## src/rtl/rv_pkg.sv

```systemverilog
// Shared RV front-end types, widths and small PC helpers.
package rv_pkg;

    localparam int unsigned XLEN    = 32;
    localparam int unsigned INSTR_W = 32;
    localparam int unsigned PC_STEP = 4;

    typedef enum logic [0:0] {
        RUN   = 1'b0,
        FAULT = 1'b1
    } fetch_state_t;

    // Next sequential word address; wraps naturally modulo 2^XLEN.
    function automatic logic [XLEN-1:0] pc_next(input logic [XLEN-1:0] pc);
        return pc + XLEN'(PC_STEP);
    endfunction

    // Word alignment test for fetch targets.
    function automatic logic pc_aligned(input logic [XLEN-1:0] pc);
        return (pc[1:0] == 2'b00);
    endfunction

endpackage

```

## src/rtl/ifetch_skid.sv

```systemverilog
// One-entry {pc, instr} holding buffer absorbing a single word of decode back-pressure.
module ifetch_skid
    import rv_pkg::*;
#(
    parameter int unsigned WIDTH = INSTR_W
) (
    input  logic             clk,
    input  logic             rst,
    input  logic             i_flush,
    input  logic             i_load,
    input  logic             i_release,
    input  logic [XLEN-1:0]  i_pc,
    input  logic [WIDTH-1:0] i_instr,
    output logic             o_valid,
    output logic [XLEN-1:0]  o_pc,
    output logic [WIDTH-1:0] o_instr
);

    logic             r_valid;
    logic [XLEN-1:0]  r_pc;
    logic [WIDTH-1:0] r_instr;

    // Flush beats load beats release; load and release never coincide by construction.
    always_ff @(posedge clk) begin
        if (rst || i_flush) begin
            r_valid <= 1'b0;
            r_pc    <= '0;
            r_instr <= '0;
        end else if (i_load) begin
            r_valid <= 1'b1;
            r_pc    <= i_pc;
            r_instr <= i_instr;
        end else if (i_release) begin
            r_valid <= 1'b0;
        end
    end

    assign o_valid = r_valid;
    assign o_pc    = r_pc;
    assign o_instr = r_instr;

endmodule

```

## src/rtl/ifetch.sv

```systemverilog
// Instruction fetch: issues word-aligned imem reads, presents {pc, instr} to decode,
// handles redirects and traps misaligned redirect targets into a sticky fault.
module ifetch
    import rv_pkg::*;
#(
    parameter int unsigned     WIDTH    = INSTR_W,
    parameter logic [XLEN-1:0] RESET_PC = 32'h0000_0000
) (
    input  logic             clk,
    input  logic             rst,
    output logic             imem_rd_en,
    output logic [XLEN-1:0]  imem_pc,
    input  logic [WIDTH-1:0] imem_instr,
    input  logic             redirect_valid,
    input  logic [XLEN-1:0]  redirect_pc,
    output logic             if_valid,
    input  logic             if_ready,
    output logic [WIDTH-1:0] if_instr,
    output logic [XLEN-1:0]  if_pc,
    output logic             fetch_fault,
    output logic [XLEN-1:0]  fault_pc
);

    fetch_state_t     r_state;
    fetch_state_t     w_state_nxt;
    logic [XLEN-1:0]  r_fetch_pc;
    logic             r_pend_valid;
    logic [XLEN-1:0]  r_pend_pc;
    logic [XLEN-1:0]  r_fault_pc;

    logic             w_run;
    logic             w_aligned;
    logic             w_redir;
    logic             w_flush;
    logic             w_issue;
    logic             w_out_valid;
    logic             w_skid_valid;
    logic [XLEN-1:0]  w_skid_pc;
    logic [WIDTH-1:0] w_skid_instr;
    logic             w_skid_load;
    logic             w_skid_release;

    assign w_run     = (r_state == RUN);
    assign w_aligned = pc_aligned(redirect_pc);
    assign w_redir   = redirect_valid && w_run;
    assign w_flush   = rst || w_redir;

    // FSM state register; FAULT is sticky until reset.
    always_ff @(posedge clk) begin
        if (rst) begin
            r_state <= RUN;
        end else begin
            r_state <= w_state_nxt;
        end
    end

    // FSM next state: a misaligned redirect in RUN traps.
    always_comb begin
        w_state_nxt = r_state;
        case (r_state)
            RUN:   if (redirect_valid && !w_aligned) w_state_nxt = FAULT;
            FAULT: w_state_nxt = FAULT;
            default: w_state_nxt = RUN;
        endcase
    end

    // Issue decision: a redirect forces an issue of an aligned target; otherwise only
    // fetch when the word coming back next cycle is guaranteed a place to land.
    always_comb begin
        w_issue = 1'b0;
        if (!rst && w_run) begin
            if (redirect_valid) begin
                w_issue = w_aligned;
            end else begin
                w_issue = (!w_skid_valid || if_ready) && !(r_pend_valid && !if_ready);
            end
        end
    end

    // Fetch address mux; reset presents the reset vector.
    always_comb begin
        imem_pc = r_fetch_pc;
        if (rst) begin
            imem_pc = RESET_PC;
        end else if (redirect_valid) begin
            imem_pc = redirect_pc;
        end
    end

    assign imem_rd_en = w_issue;

    // Sequential PC, pending request and fault capture.
    always_ff @(posedge clk) begin
        if (rst) begin
            r_fetch_pc   <= RESET_PC;
            r_pend_valid <= 1'b0;
            r_pend_pc    <= '0;
            r_fault_pc   <= '0;
        end else begin
            r_pend_valid <= w_issue;
            if (w_issue) begin
                r_fetch_pc <= pc_next(imem_pc);
                r_pend_pc  <= imem_pc;
            end
            if (w_redir && !w_aligned) begin
                r_fault_pc <= redirect_pc;
            end
        end
    end

    // Park the returning word when decode stalls and the buffer is free.
    assign w_skid_load    = !w_flush && r_pend_valid && !w_skid_valid && !if_ready;
    assign w_skid_release = w_skid_valid && if_ready;

    ifetch_skid #(
        .WIDTH (WIDTH)
    ) u_skid (
        .clk       (clk),
        .rst       (rst),
        .i_flush   (w_flush),
        .i_load    (w_skid_load),
        .i_release (w_skid_release),
        .i_pc      (r_pend_pc),
        .i_instr   (imem_instr),
        .o_valid   (w_skid_valid),
        .o_pc      (w_skid_pc),
        .o_instr   (w_skid_instr)
    );

    // Output select: skid has priority (older word), then the word returning from imem.
    assign w_out_valid = !rst && w_run && !redirect_valid && (w_skid_valid || r_pend_valid);

    always_comb begin
        if_valid = w_out_valid;
        if_pc    = '0;
        if_instr = '0;
        if (w_out_valid) begin
            if (w_skid_valid) begin
                if_pc    = w_skid_pc;
                if_instr = w_skid_instr;
            end else begin
                if_pc    = r_pend_pc;
                if_instr = imem_instr;
            end
        end
    end

    assign fetch_fault = !rst && (r_state == FAULT);
    assign fault_pc    = rst ? '0 : r_fault_pc;

endmodule

```

## config.mk

```make
export PLATFORM = sky130hd
export DESIGN_NAME = ifetch
export DESIGN_NICKNAME = d
export VERILOG_FILES = /design/src/rtl/rv_pkg.sv /design/src/rtl/ifetch_skid.sv /design/src/rtl/ifetch.sv
export SDC_FILE = /design/constraint.sdc
export NUM_CORES = 1
export LEC_CHECK = 0
export BUFFER_PORTS_ARGS = -buffer_cell sky130_fd_sc_hd__buf_2
export CORE_MARGIN = 3
export CORE_UTILIZATION = 40
export CTS_BUF_LIST = sky130_fd_sc_hd__clkbuf_16
export CTS_CLUSTER_SIZE = 12
export DETAILED_ROUTE_END_ITERATION = 16
export PLACE_DENSITY_LB_ADDON = 0.25
export SLEW_MARGIN = 20
export SYNTH_ARGS = -nofsm -noshare
export SYNTH_HDL_FRONTEND = slang
export SYNTH_SLANG_ARGS = --single-unit
export TNS_END_PERCENT = 50
```

## constraint.sdc

```tcl
create_clock -name clk -period 7.8 [get_ports clk]
set_input_delay 1.56 -clock clk [delete_from_list [all_inputs] [get_ports clk]]
set_output_delay 1.56 -clock clk [all_outputs]
set_load 0.03 [all_outputs]
```

Yosys cells after proc, flatten, opt, wreduce, memory -nomap -nowiden:

Cells that the tools add are included.

* output and inout bits: 131
* RAM bits: 0
* bits in read-only memories: 0
* register bits: 163
* bits of input ports: 68
* memories kept: 0
* word-level logic and storage cells: 49
* latch bits: 0

* equality and inequality tests: 0
* bitwise operators: 1
* shift operators: 0
* muxes and demuxes: 13
* multipliers: 0
* order comparisons: 0
* reductions and logical operators: 26
* div/mod/pow operators: 0
* add/subtract/negate cells: 1

Operator list (count)
* $mux 32: 7
* $add 32x3->32 const B: 1
* $logic_and 1x1->1: 13
* $logic_not 1->1: 7
* $mux 1: 5
* $logic_or 1x1->1: 4
* $logic_not 2->1: 1
* $pmux 1 s2: 1
* $reduce_bool 2->1: 1
* $not 1->1: 1

Longest topological paths before layout:

Gate-level depths: netlist of run 1.

* word-level depth: 8
* depth in mapped cells: 14
* depth with buffers taken out: 8

Cells and area by module:

From an unflattened synthesis of run 1, not the netlist that was laid out.

* cells, all modules: 967
* area, all modules: 8018.9 um^2

By module, submodules not included
* ifetch: instances 1, area an instance 5700.5 um^2, seq. area each 1921.8 um^2, cells each 756
* ifetch_skid: instances 1, area an instance 2318.5 um^2, seq. area each 1301.2 um^2, cells each 211

Worst setup path after synthesis of run 1:

No wires, ideal clock.

* path type: in2out
* start point: input port redirect_valid
* end point: output port if_instr[13]
* slack: 3.013 ns
* arrival: 3.227 ns
* path buffers: 7
* required time: 6.240 ns
* stages: 10
* path through: buf_4 > buf_6 > buf_8 > buf_6 > buf_6 > nor2_1 > nand2_1 > buf_2 > buf_1 > nor2_1

* longest elaborated chain between the ends: 4

RTL lines
* start: declaration: RTL line ifetch.sv:14 `input logic redirect_valid,`
* $logic_not 1->1: RTL line ifetch.sv:131 `assign w_out_valid = !rst && w_run && !redirect_valid && (w_skid_valid || r_pend_valid);`
* $logic_and 1x1->1 (2 in series): RTL line ifetch.sv:131
* $mux 32: RTL line ifetch.sv:137 `if (w_out_valid) begin`
* end: declaration: RTL line ifetch.sv:18 `output logic [WIDTH-1:0] if_instr,`

Every way passes these cells.

Worst setup path after layout of run 1:

* start point: input port redirect_valid
* end point: output port imem_pc[27]

* longest elaborated chain between the ends: 2

RTL lines
* $mux 32: RTL line ifetch.sv:85 `end else if (redirect_valid) begin`
* $mux 32: RTL line ifetch.sv:83 `if (rst) begin`
* end: declaration: RTL line ifetch.sv:12 `output logic [XLEN-1:0] imem_pc,`

Every way passes these cells.

==> impl_metrics.csv, run 1 <==
group,metric,value,unit
floorplan,die_h,148,µm
min_path,worstHoldPathCells,2,
logic_synthesis,yosysWarnings,0,
clocking,cts_setup_buffers,0,
setup_path,crit_fanout,37,
routing,drc,0,
routing,first_pass_iters,5,
global_routing,met2_usage,27.6,%
power,combPwrFrac,13.3,%
timing,worst_pin_slew,758,ps
global_routing,globalRouteTotalUtil,19.6,%
layout,areaGrowthSynthToFinish,21.0,%
setup_path,reg2reg_slack,4960,ps
timing,rsz0062_at_grt,"false",
logic_synthesis,synth-edff-count,0,
global_routing,busiest_layer,"met1",
setup_path,crit_arrival,3450,ps
logic_synthesis,syn-num-nets,1039,
routing,vias,7120,
routing,wl_per_cell,15.7,µm
global_routing,globalRouteOverflowTotal,0,
global_routing,grtUsageMet1,30.5,%
placement,port_buffers,198,
floorplan,io_pins,199,
logic_synthesis,synth_cells,970,
power,switching_share,28.0,%
logic_synthesis,synth-main-ff-cell,"dfxtp_1",
logic_synthesis,syn_area_per_cell,8.28,µm²
placement,place_area,9100,µm²
placement,dp_hpwl,15100,µm
clocking,cts-buffers-inserted,17,
clocking,clockBufferDepth,2,
global_routing,grt_pass1_wl,35000,µm
layout,fin_nets,1191,
min_path,min_path_type,"reg -> reg",
layout,layout.cells.non_filler,1400,
routing,vias_per_cell,5.09,
setup_path,critPathLaunchType,"input pin",
clocking,clk_pin_slew_worst_paths,60,ps
routing,antenna_left,0,
timing,final_hold_viol_count,0,
layout,final_cell_mix,"nand2_1 (202), buf_2 (197), dfxtp_1 (160)",
clocking,cts_sinks,161,
logic_synthesis,synthDistinctLibCells,67,
floorplan,core_area,19600,µm²
clocking,postCtsHoldBufs,0,
power,power.internal,1420,µW
run,drv_cap,0,
setup_path,crit_required,6240,ps
placement,dp_cells,1367,
clocking,cts_tree,"yes",
setup_path,r2r_end,"r_fetch_pc[30]",
clocking,ctsResizeCount,0,
timing,fin_skew,7.55,ps
global_routing,grt_max_degree,69,
setup_path,path_class,"in -> out",
logic_synthesis,async_reset_ff_share,0,%
global_routing,met3_usage,4.75,%
global_routing,grt_pass1_vias,6510,
floorplan,num_rows,51,
setup_path,reg2reg_depth,7,
power,seq_power_share,44.3,%
global_routing,antenna_found_initial,0,
routing,drt_iter0_markers,525,
timing,fmax,200,MHz
power,p_leak,0.00414,µW
layout,layout_commonest_cell,"nand2_1",
setup_path,startpoint,"redirect_valid",
power,switching_power,552,µW
min_path,hold_start,"r_fault_pc[1]",
layout,fin_util,49.6,%
setup_path,crit_path_end_kind,"primary output",
layout,final_area,9710,µm²
routing,totalWireLength,21900,µm
status,status,"finished, final reports clean",
timing,fin_tns_setup,0,ps
logic_synthesis,ys_seq_area_share,40.1,%
placement,routabilityCongestion,0.868,
layout,insertedDiodeCount,0,
floorplan,start_util,41.0,%
timing,max_slew_margin,49.4,%
timing,finalSetupViolCount,0,
timing,min_period,5010,ps
power,max-vdd-ir-drop,0.000160,V
timing,period_share,64.3,%
min_path,hold_path_end,"r_fault_pc[1]",
clocking,htree_num_levels,4,
clocking,clk_latency,420,ps
power,power.density,203,nW/µm²
floorplan,die_x,148,µm
timing,report.final.slew_viol_count,0,
power,clkPwrFrac,42.4,%
setup_path,rr_startpoint,"u_skid.o_valid",
logic_synthesis,syn_area,8030,µm²
layout,drive_gt1_share,24.1,%
clocking,cts_root_buffer,"clkbuf_16",
floorplan,die_area,21800,µm²
logic_synthesis,yosys_register_bits,161,
-- per-layer routing --
| metal | vias to the layer above | share of wire [%] |
|---|---|---|
| li1 | 3646 | - |
| met1 | 3231 | 51 |
| met2 | 235 | 41 |
| met3 | 8 | 7.7 |
| met4 | 0 | 0.64 |
| met5 | - | 0 |
-- cell usage after synthesis (all sizes together), types with 2 or more instances --
| library cell | count | area share [%] |
|---|---|---|
| xnor2 | 3 | 0.33 |
| a311oi | 4 | 0.44 |
| a211oi | 9 | 1.3 |
| or2 | 3 | 0.23 |
| o21ai | 14 | 0.87 |
| nand4 | 8 | 0.62 |
| nand3b | 11 | 1.8 |
| nand2 | 203 | 9.5 |
| and3 | 7 | 0.55 |
| mux2 | 6 | 0.84 |
| a22oi | 3 | 0.28 |
| nor3 | 12 | 0.87 |
| o31ai | 2 | 0.19 |
| mux2i | 103 | 13 |
| a221oi | 4 | 0.51 |
| nor4 | 2 | 0.16 |
| nor2b | 33 | 2.6 |
| xor2 | 4 | 0.44 |
| or4 | 4 | 0.37 |
| nand3 | 19 | 1.2 |
| a21oi | 89 | 5.5 |
| a21o | 6 | 0.56 |
| a22o | 8 | 0.87 |
| clkbuf | 44 | 2.1 |
| o311ai | 2 | 0.44 |
| dfxtp | 161 | 40 |
| and2 | 4 | 0.31 |
| nand4b | 2 | 0.22 |
| o41ai | 2 | 0.22 |
| inv | 7 | 0.33 |
| nor2 | 109 | 5.2 |
| buf | 33 | 2.4 |
| o22a | 31 | 3.4 |
-- sequential cells by signal (all words and copies together) (netlist names) --
name / cells
r_fault_pc: 32
r_fetch_pc: 32
u_skid.o_instr: 32
u_skid.o_pc: 32
r_pend_pc: 30
r_pend_valid: 1
r_state: 1
u_skid.o_valid: 1
-- kinds of logic after synthesis --
kind of cell	count (synthesis)	synth area share [%]
and+or+nand+nor	424	24.6
AOI/OAI and AO/OA	184	15.9
DFF	161	40.1
muxes	109	13.7
buffers and inverters	84	4.74
xor gates and xnor gates	7	0.764
adders and majority gates	1	0.156
-- power by group through the flow --
| stage | clock network [µW] | registers [µW] | logic (µW) |
|---|---|---|---|
| after floorplan | 0 | 884 | 188 |
| after global placement | 0 | 893 | 258 |
| after detailed placement | 0 | 893 | 260 |
| after CTS | 855 | 875 | 261 |
| after global routing | 890 | 876 | 287 |
| final | 834 | 873 | 262 |
-- stage by stage --
step           setup WS [ps]  hold WS, ps  power [µW]
2_1_floorplan           3010          432        1070
3_3_place_gp            2810          440        1150
3_5_place_dp            2740          445        1150
4_1_cts                 2740          453        1990
5_1_grt                 2660          469        2050
6_report                2790          452        1970
-- how the worst max path moves through the flow --
stage	to	slack (ps)	cells after the start
floorplan	if_instr[13]	3010	10
global placement	if_pc[3]	2810	5
detailed placement	if_pc[3]	2740	5
CTS	if_pc[28]	2740	5
global route	imem_pc[23]	2660	6
finish	imem_pc[27]	2790	5
-- critical path, cell delays in order --
cell and delay (ps):
buf_2 530, buf_4 540, mux2i_1 520, nor2_1 70, buf_2 200
-- layout make-up --
| cell class | count | area (µm²) |
|---|---|---|
| Clock inverter | 15 | 159 |
| Tap cell | 265 | 332 |
| Fill cell | 1947 | 9880 |
| Multi-Input combinational cell | 725 | 4450 |
| Timing Repair Buffer | 210 | 1100 |
| Clock buffer | 17 | 425 |
| Inverter | 7 | 26.3 |
| Sequential cell | 161 | 3230 |
(Power assumes the default switching activity.)
==> inputs of run 2 (changes only) <==
==> constraint.sdc (replaced) <==
create_clock -name clk -period 4.3 [get_ports clk]
set_input_delay 0.86 -clock clk [delete_from_list [all_inputs] [get_ports clk]]
set_output_delay 0.86 -clock clk [all_outputs]
set_load 0.03 [all_outputs]
==> run 2 against run 1 <==
Routed wire length up 0.31%. Cell count increased by 0.36%. First-iteration DRC count down 6.1%. Global-route usage increased by 0.14 points. Clock power is 85% higher. Largest power group unchanged.
==> impl_metrics.csv, run 2 (synthesized netlist as in run 1, its figures left out) <==
group,metric,value,unit
setup_path,cp_slowest_cell,"buf_2",
timing,report.final.slew_viol_count,0,
clocking,ctsResizeCount,0,
timing,min_period,3490,ps
placement,port_buffers,198,
clocking,cts_tree,"yes",
clocking,cts_root_buffer,"clkbuf_16",
run,drv_cap,0,
routing,first_pass_iters,4,
power,switching_share,27.2,%
routing,antenna_left,0,
power,p_leak,0.00416,µW
setup_path,slowest_delay,600,ps
routing,drt_iter0_markers,493,
global_routing,grt_max_degree,67,
global_routing,globalRouteOverflowTotal,0,
global_routing,globalRouteTotalUtil,19.8,%
timing,final_hold_viol_count,0,
clocking,clk_pin_slew_worst_paths,60,ps
timing,worst_pin_slew,1120,ps
timing,fin_skew,7.59,ps
status,status,"finished, final reports clean",
power,power.density,369,nW/µm²
setup_path,worstPathCellList,"buf_2 -> nor2_1 -> nand2_2 -> buf_4 -> nor2_1 -> buf_2",
global_routing,grt_pass1_wl,35000,µm
layout,layout_commonest_cell,"nand2_1",
routing,wl_per_cell,15.7,µm
clocking,clk_latency,430,ps
routing,drc,0,
clocking,clockBufferDepth,2,
setup_path,path_buf_inv,3,
floorplan,io_pins,199,
layout,fillers,1923,
power,switching_power,979,µW
timing,finalSetupViolCount,0,
setup_path,critPathLaunchType,"input pin",
setup_path,crit_family,"buffers and inverters",
layout,final_cell_mix,"nand2_1 (202), buf_2 (197), dfxtp_1 (160)",
routing,vias_per_cell,5.11,
global_routing,grt_pass1_vias,6647,
setup_path,crit_fanout,35,
layout,insertedDiodeCount,0,
layout,drive_gt1_share,24.3,%
timing,rsz0062_at_grt,"false",
floorplan,num_rows,51,
clocking,postCtsHoldBufs,0,
min_path,min_path_type,"reg -> reg",
clocking,cts-buffers-inserted,17,
layout,layout.area.seq,3230,µm²
layout,layout.cells.non_filler,1405,
floorplan,core_area,19600,µm²
routing,vias,7178,
setup_path,crit_arrival,2630,ps
clocking,cts_sinks,161,
setup_path,path_class,"in -> out",
timing,fin_tns_setup,0,ps
timing,fmax,287,MHz
power,combPwrFrac,13.5,%
placement,routabilityCongestion,0.824,
power,seq_power_share,43.9,%
global_routing,antenna_found_initial,0,
clocking,htree_num_levels,4,
floorplan,die_x,148,µm
power,max-vdd-ir-drop,0.000295,V
power,clkPwrFrac,42.6,%
placement,dp_cells,1373,
layout,fin_nets,1196,
setup_path,crit_required,3440,ps
routing,totalWireLength,22000,µm
floorplan,die_h,148,µm
floorplan,die_area,21800,µm²
layout,areaGrowthSynthToFinish,21.6,%
timing,whs,451,ps
floorplan,start_util,41.0,%
clocking,cts_setup_buffers,0,
setup_path,crit_path_end_kind,"primary output",
timing,period_share,81.2,%
power,power.internal,2620,µW
placement,dp_hpwl,15400,µm
layout,multiInputGateArea,4440,µm²
timing,max_slew_margin,25.4,%
run 2: cell types whose count changed in the layout (fill, tap and decap cells not counted), sizes merged:
cell,previous run,this run
buf,210,215
bufinv,2,3
clkinv,5,6
clkinvlp,2,3
inv,13,10
run 2: worst paths after layout:
check | startpoint | to | slack, ps | depth (start not counted)
max reg2reg | u_skid.o_valid | u_skid.o_instr[26] | 1830 | 5
min | r_fault_pc[1] | r_fault_pc[1] | 450 | 2
min reg2reg | r_fault_pc[1] | r_fault_pc[1] | 450 | 2
max | redirect_valid | if_instr[31] | 810 | 6
run 2: worst min-delay path: cells and delay by family, from the launching register on:
kind / cells / cell delay [ps]
AOI/OAI and AO/OA: 1 / 50
DFF: 1 / 300
and+or+nand+nor: 1 / 50
run 2: power groups by stage:
stage	Clock, µW	Sequential (µW)	Combinational [µW]
2_1_floorplan	0	1600	342
3_3_place_gp	0	1610	485
3_5_place_dp	0	1610	486
4_1_cts	1580	1580	488
5_1_grt	1650	1590	528
6_report	1540	1580	485
run 2: through the flow:
step	setup WS (ps)	util [%]	cell area (µm²)	total power, µW
after floorplan	492	-	8030	1940
after global placement	850	46.8	9170	2100
after detailed placement	746	46.8	9170	2100
after CTS	824	49.8	9760	3640
after global routing	628	49.8	9760	3760
final	810	49.8	9760	3600
run 2: final cells by class:
| class | instances | area share [%] |
|---|---|---|
| Clock buffer | 17 | 4.36 |
| Sequential cell | 161 | 33.0 |
| Tap cell | 265 | 3.40 |
| Multi-Input combinational cell | 725 | 45.5 |
| Clock inverter | 15 | 1.72 |
| Timing Repair Buffer | 215 | 11.7 |
| Inverter | 7 | 0.269 |
run 2: per-layer routing:
| metal | routed length, µm | vias to the layer above | global-route usage (%) | share of wire, % |
|---|---|---|---|---|
| met2 | 9000 | 228 | 28.3 | 41 |
| met5 | 0 | - | 0 | 0 |
| met3 | 1700 | 18 | 5.36 | 7.7 |
| li1 | - | 3665 | - | - |
| met4 | 257 | 0 | 4.85 | 1.2 |
| met1 | 11000 | 3267 | 29.5 | 50 |
